<file path="src/rtl/fixed_point_addsub_pipe.sv">
// rtl/fixed_point_addsub_pipe.sv - carry-pipelined fixed-point add/subtract with overflow, saturation and valid/ready
module fixed_point_addsub_pipe #(
  parameter int N        = 32,
  parameter int CHUNK    = 8,
  parameter bit SIGNED   = 1'b1,
  parameter bit SATURATE = 1'b1
) (
  input  logic         clk,
  input  logic         rst_n,
  input  logic         in_valid,
  output logic         in_ready,
  input  logic [N-1:0] a,
  input  logic [N-1:0] b,
  input  logic         sub,
  input  logic         carry_in,
  output logic         out_valid,
  input  logic         out_ready,
  output logic [N-1:0] c,
  output logic         carry_out,
  output logic         overflow,
  output logic         saturated
);

  localparam int STAGES = N / CHUNK;
  localparam int OPS    = (STAGES > 1) ? STAGES - 1 : 1;
  localparam int L      = STAGES - 1;

  logic en;

  // Inter-stage registers; the last stage registers straight into the outputs.
  logic         v_q   [OPS];
  logic         sub_q [OPS];
  logic         cy_q  [OPS];
  logic [N-1:0] a_q   [OPS];
  logic [N-1:0] b_q   [OPS];
  logic [N-1:0] r_q   [OPS];

  logic         n_v   [STAGES];
  logic         n_sub [STAGES];
  logic         n_cy  [STAGES];
  logic [N-1:0] n_a   [STAGES];
  logic [N-1:0] n_b   [STAGES];
  logic [N-1:0] n_r   [STAGES];

  assign en       = !out_valid || out_ready;
  assign in_ready = en;

  for (genvar k = 0; k < STAGES; k++) begin : g_stage
    logic [N-1:0]   sa;
    logic [N-1:0]   sb;
    logic [N-1:0]   sr;
    logic           sv;
    logic           ssub;
    logic           scy;
    logic [CHUNK:0] sum;
    logic [N-1:0]   res;

    if (k == 0) begin : g_src
      // Subtraction is a + ~b + ~borrow_in; b is inverted once here and carried inverted.
      assign sv   = in_valid;
      assign ssub = sub;
      assign sa   = a;
      assign sb   = sub ? ~b : b;
      assign scy  = carry_in ^ sub;
      assign sr   = '0;
    end else begin : g_src
      assign sv   = v_q[k-1];
      assign ssub = sub_q[k-1];
      assign sa   = a_q[k-1];
      assign sb   = b_q[k-1];
      assign scy  = cy_q[k-1];
      assign sr   = r_q[k-1];
    end

    assign sum = {1'b0, sa[k*CHUNK +: CHUNK]} + {1'b0, sb[k*CHUNK +: CHUNK]}
               + {{CHUNK{1'b0}}, scy};

    always_comb begin
      res = sr;
      res[k*CHUNK +: CHUNK] = sum[CHUNK-1:0];
    end

    assign n_v[k]   = sv;
    assign n_sub[k] = ssub;
    assign n_cy[k]  = sum[CHUNK];
    assign n_a[k]   = sa;
    assign n_b[k]   = sb;
    assign n_r[k]   = res;
  end

  always_ff @(posedge clk or negedge rst_n) begin
    if (!rst_n) begin
      for (int k = 0; k < OPS; k++) begin
        v_q[k]   <= 1'b0;
        sub_q[k] <= 1'b0;
        cy_q[k]  <= 1'b0;
        a_q[k]   <= '0;
        b_q[k]   <= '0;
        r_q[k]   <= '0;
      end
    end else if (en) begin
      for (int k = 0; k < STAGES - 1; k++) begin
        v_q[k]   <= n_v[k];
        sub_q[k] <= n_sub[k];
        cy_q[k]  <= n_cy[k];
        a_q[k]   <= n_a[k];
        b_q[k]   <= n_b[k];
        r_q[k]   <= n_r[k];
      end
    end
  end

  logic         carry_flag;
  logic         sign_a;
  logic         sign_b;
  logic         sign_r;
  logic         ovf;
  logic         sat_fire;
  logic [N-1:0] sat_val;
  logic [N-1:0] c_next;

  // Raw adder carry is inverted for subtract to report a borrow.
  assign carry_flag = n_cy[L] ^ n_sub[L];
  assign sign_a     = n_a[L][N-1];
  assign sign_b     = n_b[L][N-1];
  assign sign_r     = n_r[L][N-1];

  always_comb begin
    ovf     = 1'b0;
    sat_val = '0;
    if (SIGNED) begin
      ovf     = (sign_a == sign_b) && (sign_r != sign_a);
      sat_val = sign_a ? {1'b1, {(N-1){1'b0}}} : {1'b0, {(N-1){1'b1}}};
    end else begin
      ovf     = carry_flag;
      sat_val = n_sub[L] ? '0 : '1;
    end
    sat_fire = SATURATE && ovf;
    c_next   = sat_fire ? sat_val : n_r[L];
  end

  always_ff @(posedge clk or negedge rst_n) begin
    if (!rst_n) begin
      out_valid <= 1'b0;
      c         <= '0;
      carry_out <= 1'b0;
      overflow  <= 1'b0;
      saturated <= 1'b0;
    end else if (en) begin
      out_valid <= n_v[L];
      if (n_v[L]) begin
        c         <= c_next;
        carry_out <= carry_flag;
        overflow  <= ovf;
        saturated <= sat_fire;
      end
    end
  end

endmodule

</file>
<file path="config.mk">
export PLATFORM = sky130hd
export DESIGN_NAME = fixed_point_addsub_pipe
export DESIGN_NICKNAME = d
export VERILOG_FILES = /design/src/rtl/fixed_point_addsub_pipe.sv
export SDC_FILE = /design/constraint.sdc
export NUM_CORES = 1
export LEC_CHECK = 0
export CAP_MARGIN = 20
export CORE_MARGIN = 10
export CORE_UTILIZATION = 40
export DETAILED_ROUTE_END_ITERATION = 7
export GPL_TIMING_DRIVEN = 0
export HOLD_SLACK_MARGIN = 0.06
export SLEW_MARGIN = 20
export SYNTH_ARGS = -nofsm -noshare
export SYNTH_HDL_FRONTEND = slang
export SYNTH_SLANG_ARGS = --single-unit
</file>
<file path="constraint.sdc">
create_clock -name clk -period 2.2 [get_ports clk]
set_input_delay 0.44 -clock clk [delete_from_list [all_inputs] [get_ports clk]]
set_output_delay 0.44 -clock clk [all_outputs]
set_load 0.01 [all_outputs]
</file>
After elaboration in Yosys (flattened, before gate mapping)
Cells that the tools add are included.
{ "classes": {"addsub": 8, "shifts": 0, "eq_ne": 2, "n_mux": 3, "magnitude_cmp": 0, "n_bitwise": 3, "reduce_logical": 4, "multipliers": 0, "div_mod_pow": 0} }
{ "op_table": {"columns": ["operator", "count"], "rows": [
  ["2-to-1 mux 32 bit", 3],
  ["adder 8 x 8 -> 9 bit", 4],
  ["adder 9 x 1 -> 9 bit", 4],
  ["NOT 32 bit", 1],
  ["AND reduction 2 bit", 1],
  ["XOR 1 bit", 2],
  ["== test 1 bit", 1],
  ["logical AND 1 bit", 1],
  ["zero test 1 bit", 1],
  ["logical OR 1 bit", 1],
  ["inequality test 1 bit", 1]
]} }
{ "word_totals": {"wordCells": 42, "in_bits": 70, "out_inout_bits": 37, "rom_bits": 0, "regBits": 284, "ram_bits": 0, "mem_count": 0, "latch_bits": 0} }

Logic depth before layout (Yosys ltp)
Gate-level depths: netlist (run 1).
{ "depth": {"depth_word": 5, "ltp_mapped": 11, "ltp_nobuf": 9} }

Worst setup path before layout (run 1)
Ideal clock, no wire load.
{ "synth_path": {"kind": "input port to flip-flop", "start": "in sub", "end": "reg r_q (netlist bit g_stage[1].sr[6])", "slack_ns": -0.477, "stages": 11, "arrival_time_ns": 2.546, "t_required_ns": 2.069, "setup_time_ns": 0.131, "path_buffers": 2, "path_cell_list": "clkbuf_1 > buf_2 > xor2_1 > fa_1 > inv_1 > fa_1 > nor2b_1 > o21ai_0 > a21boi_0 > or3_1 > nand3_1"} }
{ "synth_via": {"elab_chain_len": 3, "word_cells_on_any_way": 4, "cone_classes": "2 x add/sub; 1 x mux; 1 x bitwise"} }
{ "synth_rtl": {"columns": ["element", "line", "source"], "rows": [
  ["start: declaration", "14", "input logic sub,"],
  ["2-to-1 mux 32 bit", "63", "assign sb = sub ? ~b : b;"],
  ["adder 8 x 8 -> 9 bit", "75", "assign sum = {1'b0, sa[k*CHUNK +: CHUNK]} + {1'b0, sb[k*CHUNK +: CHUNK]}"],
  ["adder 9 x 1 -> 9 bit *", "76", "+ {{CHUNK{1'b0}}, scy};"],
  ["end signal: indexed assignment", "108", "r_q[k] <= n_r[k];"],
  ["end: declaration", "36", "logic [N-1:0] r_q [OPS];"]
]} }
Every way passes the cells marked *; elsewhere a longest branch is shown, timed or not.
A chain may end at the register's enable or synchronous reset.

Final worst setup path (run 1)
{ "layout_path": {"start": "reg a_q (netlist bit g_stage[3].sa[24])", "end": "reg c[7]"} }
{ "layout_via": {"elab_chain_len": 5} }
{ "layout_rtl": {"columns": ["element", "line", "source"], "rows": [
  ["start: declaration", "34", "logic [N-1:0] a_q [OPS];"],
  ["start signal: indexed assignment", "106", "a_q[k] <= n_a[k];"],
  ["adder 8 x 8 -> 9 bit", "75", null],
  ["adder 9 x 1 -> 9 bit", "76", null],
  ["inequality test 1 bit", "132", "ovf = (sign_a == sign_b) && (sign_r != sign_a);"],
  ["logical AND 1 bit", "132", null],
  ["2-to-1 mux 32 bit", "139", "c_next = sat_fire ? sat_val : n_r[L];"],
  ["end signal: assignment", "152", "c <= c_next;"],
  ["end: declaration", "18", "output logic [N-1:0] c,"]
]} }
Every way passes these cells.

==> reports/metrics.csv, run 1 <==
stage;metric;value;unit
floorplan;die outline height;168.2;um
detailed_routing;antenna-violating nets left;0;
worst_hold_path;cell depth of the worst min-delay path;3;
yosys;share of synthesized area occupied by flip-flops and latches;0.5353;
setup_path;cell depth of the worst flop-to-flop path;8;
clock_tree;maximum level of the CTS H-tree;4;
clock_tree;CTS buffer count;17;
run;count of max-cap constraint violations;0;
floorplan;number of primary I/O pins;107;
setup_path;Crit path required time;2520;ps
clock_tree;root buffer cell;sky130_fd_sc_hd__clkbuf_16;
cells_and_area;layout cell share with drive strength beyond 1;0.09844;
grt;largest net degree at the start of global routing;98;
worst_hold_path;HP Class;in2reg;
setup_path;worst endpoint data arrival time;2540;ps
yosys;simple-gate portion of the synthesized area;0.2010;
detailed_routing;via-per-instance ratio;4.904;
detailed_routing;Total Wirelength;21920;um
setup_path;capturing element type of the critical path;flip-flop;
yosys;synthesized flop and latch total;188;
yosys;number of synthesized flops with an enable pin;0;
yosys;cell type with the highest aggregate area in the netlist;sky130_fd_sc_hd__dfrtp_1;
yosys;adder-cell share of the synthesized area;0.05809;
setup_path;most frequent cell on the critical path;sky130_fd_sc_hd__a211o_1;
clock_tree;Clk pin slew, worst setup/hold paths;70;ps
yosys;biggest area contributors in the synthesized netlist;sky130_fd_sc_hd__dfrtp_1, sky130_fd_sc_hd__nand2_1, sky130_fd_sc_hd__ha_1;
sta;RSZ-0062 raised after global routing;true;
grt;via count of the first global-routing pass;6613;
yosys;multiplexer fraction of the synthesized cell area;0.001139;
floorplan;width of the die;168.2;um
grt;initial antenna violation count;0;
placement;IO Port Bufs;105;
sta;final-report max-slew violation count;0;
sta;shortest clock period the worst path allows after layout;2222;ps
setup_path;highest net fanout along the worst path;7;
cells_and_area;Post-Route Utilization;0.5162;
sta;setup clock skew after layout;11.09;ps
yosys;post-synthesis average cell area;9.349;um^2
setup_path;category of the critical setup timing path;reg2reg;
grt;wire length of the first global-routing pass;35540;um
sta;final hold violations;0;
yosys;async set-reset flop share out of synthesis;1.000;
floorplan;number of placement rows;54;
clock_tree;TritonCTS clock tree;done;
setup_path;delay of the slowest critical-path stage;420;ps
yosys;net count after synthesis;1046;
floorplan;core region area;0.02169;mm^2
yosys;count of unique library cells instantiated by Yosys;48;
cells_and_area;area growth from synthesis to layout;27.39;%
detailed_routing;via count;6704;
yosys;largest family of logic cells by synthesized area;simple AND/OR/NAND/NOR gates;
status;result of the run;finished, violations left;
power_and_ir_drop;worst voltage drop across the vdd grid;0.0006428;V
clock_tree;Worst-Skew Late Latency;440;ps
setup_path;startpoint class of the critical path;flip-flop;
grt;grt ovf;0;
sta;highest clock rate;450.1;MHz
placement;Detail Placement HPWL;16030;um
sta;Slew headroom;0.5081;
cells_and_area;number of fillers in the final layout;2015;
sta;Hold WS;355.5;ps
floorplan;overall die area;0.02830;mm^2
sta;final worst slack;-21.98;ps
clock_tree;number of clock sinks;188;
yosys;instance count of the mapped netlist;940;
yosys;count of warnings emitted by yosys;0;
yosys;XOR/XNOR share of the synthesized area;0.04983;
yosys;synthesized-area fraction occupied by ao, oa, aoi and oai cells;0.1140;
detailed_routing;DR iter-0 viols;455;
sta;share of the clock period used by the worst path;1.010;
detailed_routing;post-DR wirelength/cell;16.04;um
floorplan;Starting Density;0.4052;
placement;global placer's final weighted congestion;0.8763;
grt;Global Route Usage Sum;0.1548;
sta;final setup violation count;7;
clock_tree;number of buffers on the longest clock path;2;
sta;Least-Margin Pin Slew;737.8;ps
sta;sum of negative setup slack;-49.66;ps
status;violations in the final reports;negative setup slack;
yosys;most used flip-flop cell after synthesis;sky130_fd_sc_hd__dfrtp_1;
power_and_ir_drop;Power Dens Cells;1509;mW/mm^2
setup_path;list of cells traversed by the critical path;fa_2 > a211o_1 > and4_4 > a211o_1 > buf_6 > clkbuf_16 > o22ai_2 > nor2_1;
detailed_routing;drt pass-1 iters;4;
power_and_ir_drop;leakage dissipation;5.261;nW
cells_and_area;number of inserted diodes;0;
yosys;share of the synthesized area in the top cell type;0.5353;
cells_and_area;NumNets Final;1181;
setup_path;cell with the largest stage delay on the worst path;sky130_fd_sc_hd__fa_2;
detailed_routing;final routed DRC violation total;0;
yosys;Synth Cell Area;0.008788;mm^2
## Yosys cell counts, types with 4 or more instances
library cell,instances
sky130_fd_sc_hd__nand2_1,361
sky130_fd_sc_hd__dfrtp_1,188
sky130_fd_sc_hd__nor2_1,54
sky130_fd_sc_hd__o21ai_0,41
sky130_fd_sc_hd__clkbuf_1,35
sky130_fd_sc_hd__xnor2_1,32
sky130_fd_sc_hd__a21oi_1,30
sky130_fd_sc_hd__ha_1,28
sky130_fd_sc_hd__inv_1,21
sky130_fd_sc_hd__o22ai_2,20
sky130_fd_sc_hd__xor2_1,18
sky130_fd_sc_hd__fa_1,8
sky130_fd_sc_hd__a211oi_1,7
sky130_fd_sc_hd__o22ai_1,7
sky130_fd_sc_hd__buf_2,6
sky130_fd_sc_hd__nor2b_1,6
sky130_fd_sc_hd__o211ai_1,6
sky130_fd_sc_hd__or3_1,6
sky130_fd_sc_hd__a21o_1,5
sky130_fd_sc_hd__o31ai_1,5
sky130_fd_sc_hd__and3_1,4
sky130_fd_sc_hd__buf_1,4
sky130_fd_sc_hd__buf_6,4
sky130_fd_sc_hd__nand3_1,4
## final timing paths
| kind | from | to | slack (ps) |
|---|---|---|---|
| worst max-delay path | g_stage[3].sa[24]$_DFFE_PN0N_ | c[7]$_DFFE_PN0P_ | -20 |
| worst min-delay path | sub | g_stage[1].sb[31]$_DFFE_PN0N_ | 360 |
| worst max register to register | g_stage[3].sa[24]$_DFFE_PN0N_ | c[7]$_DFFE_PN0P_ | -20 |
| worst min register to register | g_stage[1].sa[26]$_DFFE_PN0N_ | g_stage[1].sa[26]$_DFFE_PN0N_ | 470 |
| max in group asynchronous | rst_n | c[27]$_DFFE_PN0P_ | 710 |
| min in group asynchronous | rst_n | g_stage[1].sa[10]$_DFFE_PN0N_ | 590 |
## power breakdown
group / internal (mW) / switching (mW)
Sequential: 5.02 / 1.08
Clock: 2.14 / 1.37
Combinational: 3.40 / 3.87
Total: 10.6 / 6.33
## flip-flops by register name (all words and copies together) (netlist names)
name / count
g_stage.sa: 48
g_stage.scy: 3
carry_out: 1
saturated: 1
out_valid: 1
g_stage.ssub: 3
g_stage.sv: 3
g_stage.sr: 48
c: 32
g_stage.sb: 48
## final cells by class
class                           instances  area, um^2  area share
Clock buffer                           18       429.2     0.03833
Tap cell                              280       350.3     0.03129
Timing Repair Buffer                  116        1195      0.1067
Multi-Input combinational cell        676        3849      0.3438
Clock inverter                         13       237.7     0.02123
Inverter                               22       82.58    0.007376
Sequential cell                       188        4705      0.4202
Buffer                                 54       347.8     0.03107
## per-stage QoR
stage	cell area, um^2	total power, mW	worst slack [ps]	cells
after floorplan	8836	10.42	-70.75	940
final	11200	16.89	-21.98	1367
after global placement	10240	12.75	-7288	1325
after detailed placement	10270	12.91	-1069	1326
after global routing	11200	18.16	-73.40	1367
after CTS	11020	16.60	-15.80	1363
## cell usage in the layout, fill, tap and decap left out, drive strengths merged, types with 4 or more instances in the layout
cell / n
o21ai: 42
ha: 28
xnor2: 32
and3: 4
o211ai: 6
a21o: 6
inv: 26
o31ai: 5
a211oi: 8
clkbuf: 55
buf: 29
clkdlybuf4s50: 102
fa: 8
or3: 6
nor2: 54
a21oi: 30
dfrtp: 188
xor2: 18
bufinv: 6
o22ai: 27
nand2: 361
nand3: 4
nor2b: 6
## worst max-delay path: cells and delay by family (launching register included)
kind / cells / cell delay [ps]
compound gates: 3 / 680
buf+inv: 2 / 330
fa+ha+maj: 1 / 420
flops: 1 / 400
simple gates: 2 / 270
## kinds of logic (layout without fill, tap and decap cells)
logic type	count (synthesis)	after routing
compound gates	142	142
xor+xnor	50	50
fa+ha+maj	36	36
buf+inv	76	223
flops	188	188
mux	1	1
simple gates	447	447
## routing by layer
layer,track usage,wire [um],up-vias
met5,0,0,-
met4,0.04580,342,0
met3,0.03143,995,21
met2,0.2430,10230,128
met1,0.2112,10350,3217
li1,-,-,3338
## what timing repair did
item | 4_1_cts | 5_1_grt
buffers inserted | 4 | 2
cloned | 1 | 2
pin swaps | 12 | 29
hold endpoints to repair | 16 | 0
hold buffers | 1 | 0
endpoints found under the setup margin | 36 | 56
gates resized for setup | 18 | 33
No activity file was read; power rests on OpenSTA's default activity.
==> inputs of run 2 (changes only) <==
Settings changed: SLEW_MARGIN 20 to 25.
==> reports/metrics.csv, run 2 (same netlist as run 1, synthesis figures left out) <==
stage;metric;value;unit;change
placement;placed standard-cell area;0.01030;mm^2;was 0.01027 mm^2
clock_tree;TritonCTS clock tree;done;;unchanged
sta;final setup violation count;0;;was 7
setup_path;most frequent cell on the critical path;sky130_fd_sc_hd__a211o_1;;unchanged
floorplan;width of the die;168.2;um;unchanged
placement;IO Port Bufs;105;;unchanged
worst_hold_path;beginning of the worst hold path;sub;;unchanged
setup_path;cell depth of the worst flop-to-flop path;8;;unchanged
cells_and_area;post-layout instance count excluding filler cells;1370;;was 1367
setup_path;Crit path required time;2530;ps;was 2520 ps
setup_path;list of cells traversed by the critical path;fa_2 > a211o_1 > and4_4 > a211o_1 > buf_6 > buf_12 > o22ai_4 > nor2_1;;was fa_2 > a211o_1 > and4_4 > a211o_1 > buf_6 > clkbuf_16 > o22ai_2 > nor2_1
sta;Hold WS;352.1;ps;was 355.5 ps
floorplan;die outline height;168.2;um;unchanged
cells_and_area;most common cell after layout, fill and taps aside;sky130_fd_sc_hd__nand2_1;;unchanged
clock_tree;maximum level of the CTS H-tree;4;;unchanged
floorplan;number of primary I/O pins;107;;unchanged
clock_tree;number of buffers on the longest clock path;2;;unchanged
sta;highest clock rate;460.1;MHz;was 450.1 MHz
power_and_ir_drop;Power Dens Cells;1494;mW/mm^2;was 1509 mW/mm^2
detailed_routing;final routed DRC violation total;0;;unchanged
setup_path;family with the most delay on the worst path;compound AO/OA/AOI/OAI gates;;unchanged
detailed_routing;Total Wirelength;22100;um;was 21920 um
grt;via count of the first global-routing pass;6563;;was 6613
detailed_routing;DR iter-0 viols;397;;was 455
power_and_ir_drop;leakage dissipation;5.296;nW;was 5.261 nW
sta;RSZ-0062 raised after global routing;true;;unchanged
power_and_ir_drop;Final Power;16.89;mW;about the same
detailed_routing;via count;6703;;was 6704
sta;shortest clock period the worst path allows after layout;2173;ps;was 2222 ps
floorplan;Starting Density;0.4052;;unchanged
cells_and_area;area growth from synthesis to layout;28.66;%;was 27.39%
sta;final worst slack;26.61;ps;was -21.98 ps
setup_path;CP Buf/Inv Count;2;;unchanged
clock_tree;number of clock sinks;188;;unchanged
worst_hold_path;HP Class;in2reg;;unchanged
cells_and_area;most frequent cells in the layout;sky130_fd_sc_hd__nand2_1, sky130_fd_sc_hd__dfrtp_1, sky130_fd_sc_hd__clkdlybuf4s50_1, sky130_fd_sc_hd__nor2_1, sky130_fd_sc_hd__o21ai_0;;unchanged
detailed_routing;via-per-instance ratio;4.893;;was 4.904
detailed_routing;post-DR wirelength/cell;16.13;um;was 16.04 um
sta;Slew headroom;0.4922;;was 0.5081
sta;final hold violations;0;;unchanged
sta;Least-Margin Pin Slew;761.6;ps;was 737.8 ps
clock_tree;Clk pin slew, worst setup/hold paths;70;ps;about the same
sta;sum of negative setup slack;0;ps;was -49.66 ps
setup_path;startpoint class of the critical path;flip-flop;;unchanged
power_and_ir_drop;worst voltage drop across the vdd grid;0.0006411;V;was 0.0006428 V
setup_path;worst reg2reg startpoint;g_stage[3].scy$_DFFE_PN0N_;;was g_stage[3].sa[24]$_DFFE_PN0N_
setup_path;worst endpoint data arrival time;2500;ps;was 2540 ps
clock_tree;Worst-Skew Late Latency;440;ps;about the same
placement;pre-CTS setup slack;-1082;ps;was -1069 ps
sta;final-report max-slew violation count;0;;unchanged
cells_and_area;NumNets Final;1185;;was 1181
status;result of the run;finished clean;;was finished, violations left
grt;Global Route Usage Sum;0.1548;;about the same
detailed_routing;antenna-violating nets left;0;;unchanged
setup_path;capturing element type of the critical path;flip-flop;;unchanged
worst_hold_path;cell depth of the worst min-delay path;3;;unchanged
placement;Detail Placement HPWL;16110;um;was 16030 um
run;count of max-cap constraint violations;0;;unchanged
floorplan;core region area;0.02169;mm^2;unchanged
cells_and_area;area of all placed cells without fillers;0.01131;mm^2;was 0.01120 mm^2
clock_tree;root buffer cell;sky130_fd_sc_hd__clkbuf_16;;unchanged
cells_and_area;number of inserted diodes;0;;unchanged
placement;global placer's final weighted congestion;0.8763;;unchanged
grt;grt ovf;0;;unchanged
grt;largest net degree at the start of global routing;93;;was 98
cells_and_area;number of fillers in the final layout;2007;;was 2015
cells_and_area;layout cell share with drive strength beyond 1;0.1073;;was 0.09844
placement;dpl cells;1327;;was 1326
clock_tree;CTS buffer count;17;;unchanged
setup_path;number of cells on the critical path;8;;unchanged
detailed_routing;drt pass-1 iters;4;;unchanged
setup_path;cell with the largest stage delay on the worst path;sky130_fd_sc_hd__fa_2;;unchanged
grt;wire length of the first global-routing pass;35500;um;was 35540 um
grt;initial antenna violation count;0;;unchanged
setup_path;highest net fanout along the worst path;5;;was 7
sta;setup clock skew after layout;10.24;ps;was 11.09 ps
setup_path;delay of the slowest critical-path stage;430;ps;was 420 ps
floorplan;number of placement rows;54;;unchanged
setup_path;Crit. Startpoint;g_stage[3].scy$_DFFE_PN0N_;;was g_stage[3].sa[24]$_DFFE_PN0N_
sta;share of the clock period used by the worst path;0.9879;;was 1.010
floorplan;overall die area;0.02830;mm^2;unchanged
cells_and_area;Post-Route Utilization;0.5213;;was 0.5162
setup_path;category of the critical setup timing path;reg2reg;;unchanged
-- run 2: repair_timing --
item                       4_1_cts  5_1_grt
setup endpoints to repair       42       61
hold endpoints to repair         7        0
resized for setup               22       38
hold buffers                     1        0
buffers inserted                 5        3
pin swaps                        3       22
gates cloned                     2        3
-- run 2: final timing paths --
| path | endpoint | slack [ps] |
|---|---|---|
| min in group asynchronous | g_stage[1].sa[11]$_DFFE_PN0N_ | 390 |
| max | c[21]$_DFFE_PN0P_ | 30 |
| min reg2reg | g_stage[1].sa[26]$_DFFE_PN0N_ | 470 |
| max in group asynchronous | c[25]$_DFFE_PN0P_ | 1160 |
| max reg2reg | c[21]$_DFFE_PN0P_ | 30 |
| min | g_stage[1].sb[31]$_DFFE_PN0N_ | 350 |
-- run 2: report_power, final --
part / internal (mW) / total [mW] / switching (mW) / leakage [nW]
combinational: 3.51 / 7.39 / 3.88 / 2.75
clock: 2.02 / 3.38 / 1.36 / 0.308
sequential: 5.03 / 6.13 / 1.10 / 2.24
-- run 2: final cells by class --
class | instances | area [um^2] | share of cell area
Multi-Input combinational cell | 676 | 3864 | 0.3417
Clock inverter | 13 | 216.5 | 0.01914
Clock buffer | 17 | 425.4 | 0.03762
Inverter | 22 | 85.08 | 0.007525
Timing Repair Buffer | 120 | 1286 | 0.1138
Tap cell | 280 | 350.3 | 0.03098
Buffer | 54 | 375.4 | 0.03320
Sequential cell | 188 | 4705 | 0.4161
-- run 2: worst min-delay path: stages --
cell and delay [ps]:
sky130_fd_sc_hd__clkbuf_16 140, sky130_fd_sc_hd__xnor2_1 110, sky130_fd_sc_hd__o21ai_0 60
-- run 2: metal layers --
metal | track usage | wire, um | up-vias
li1 | - | - | 3349
met1 | 0.2096 | 10420 | 3222
met2 | 0.2459 | 10480 | 113
met3 | 0.03143 | 936 | 19
met4 | 0.04315 | 259 | 0
met5 | 0 | 0 | -
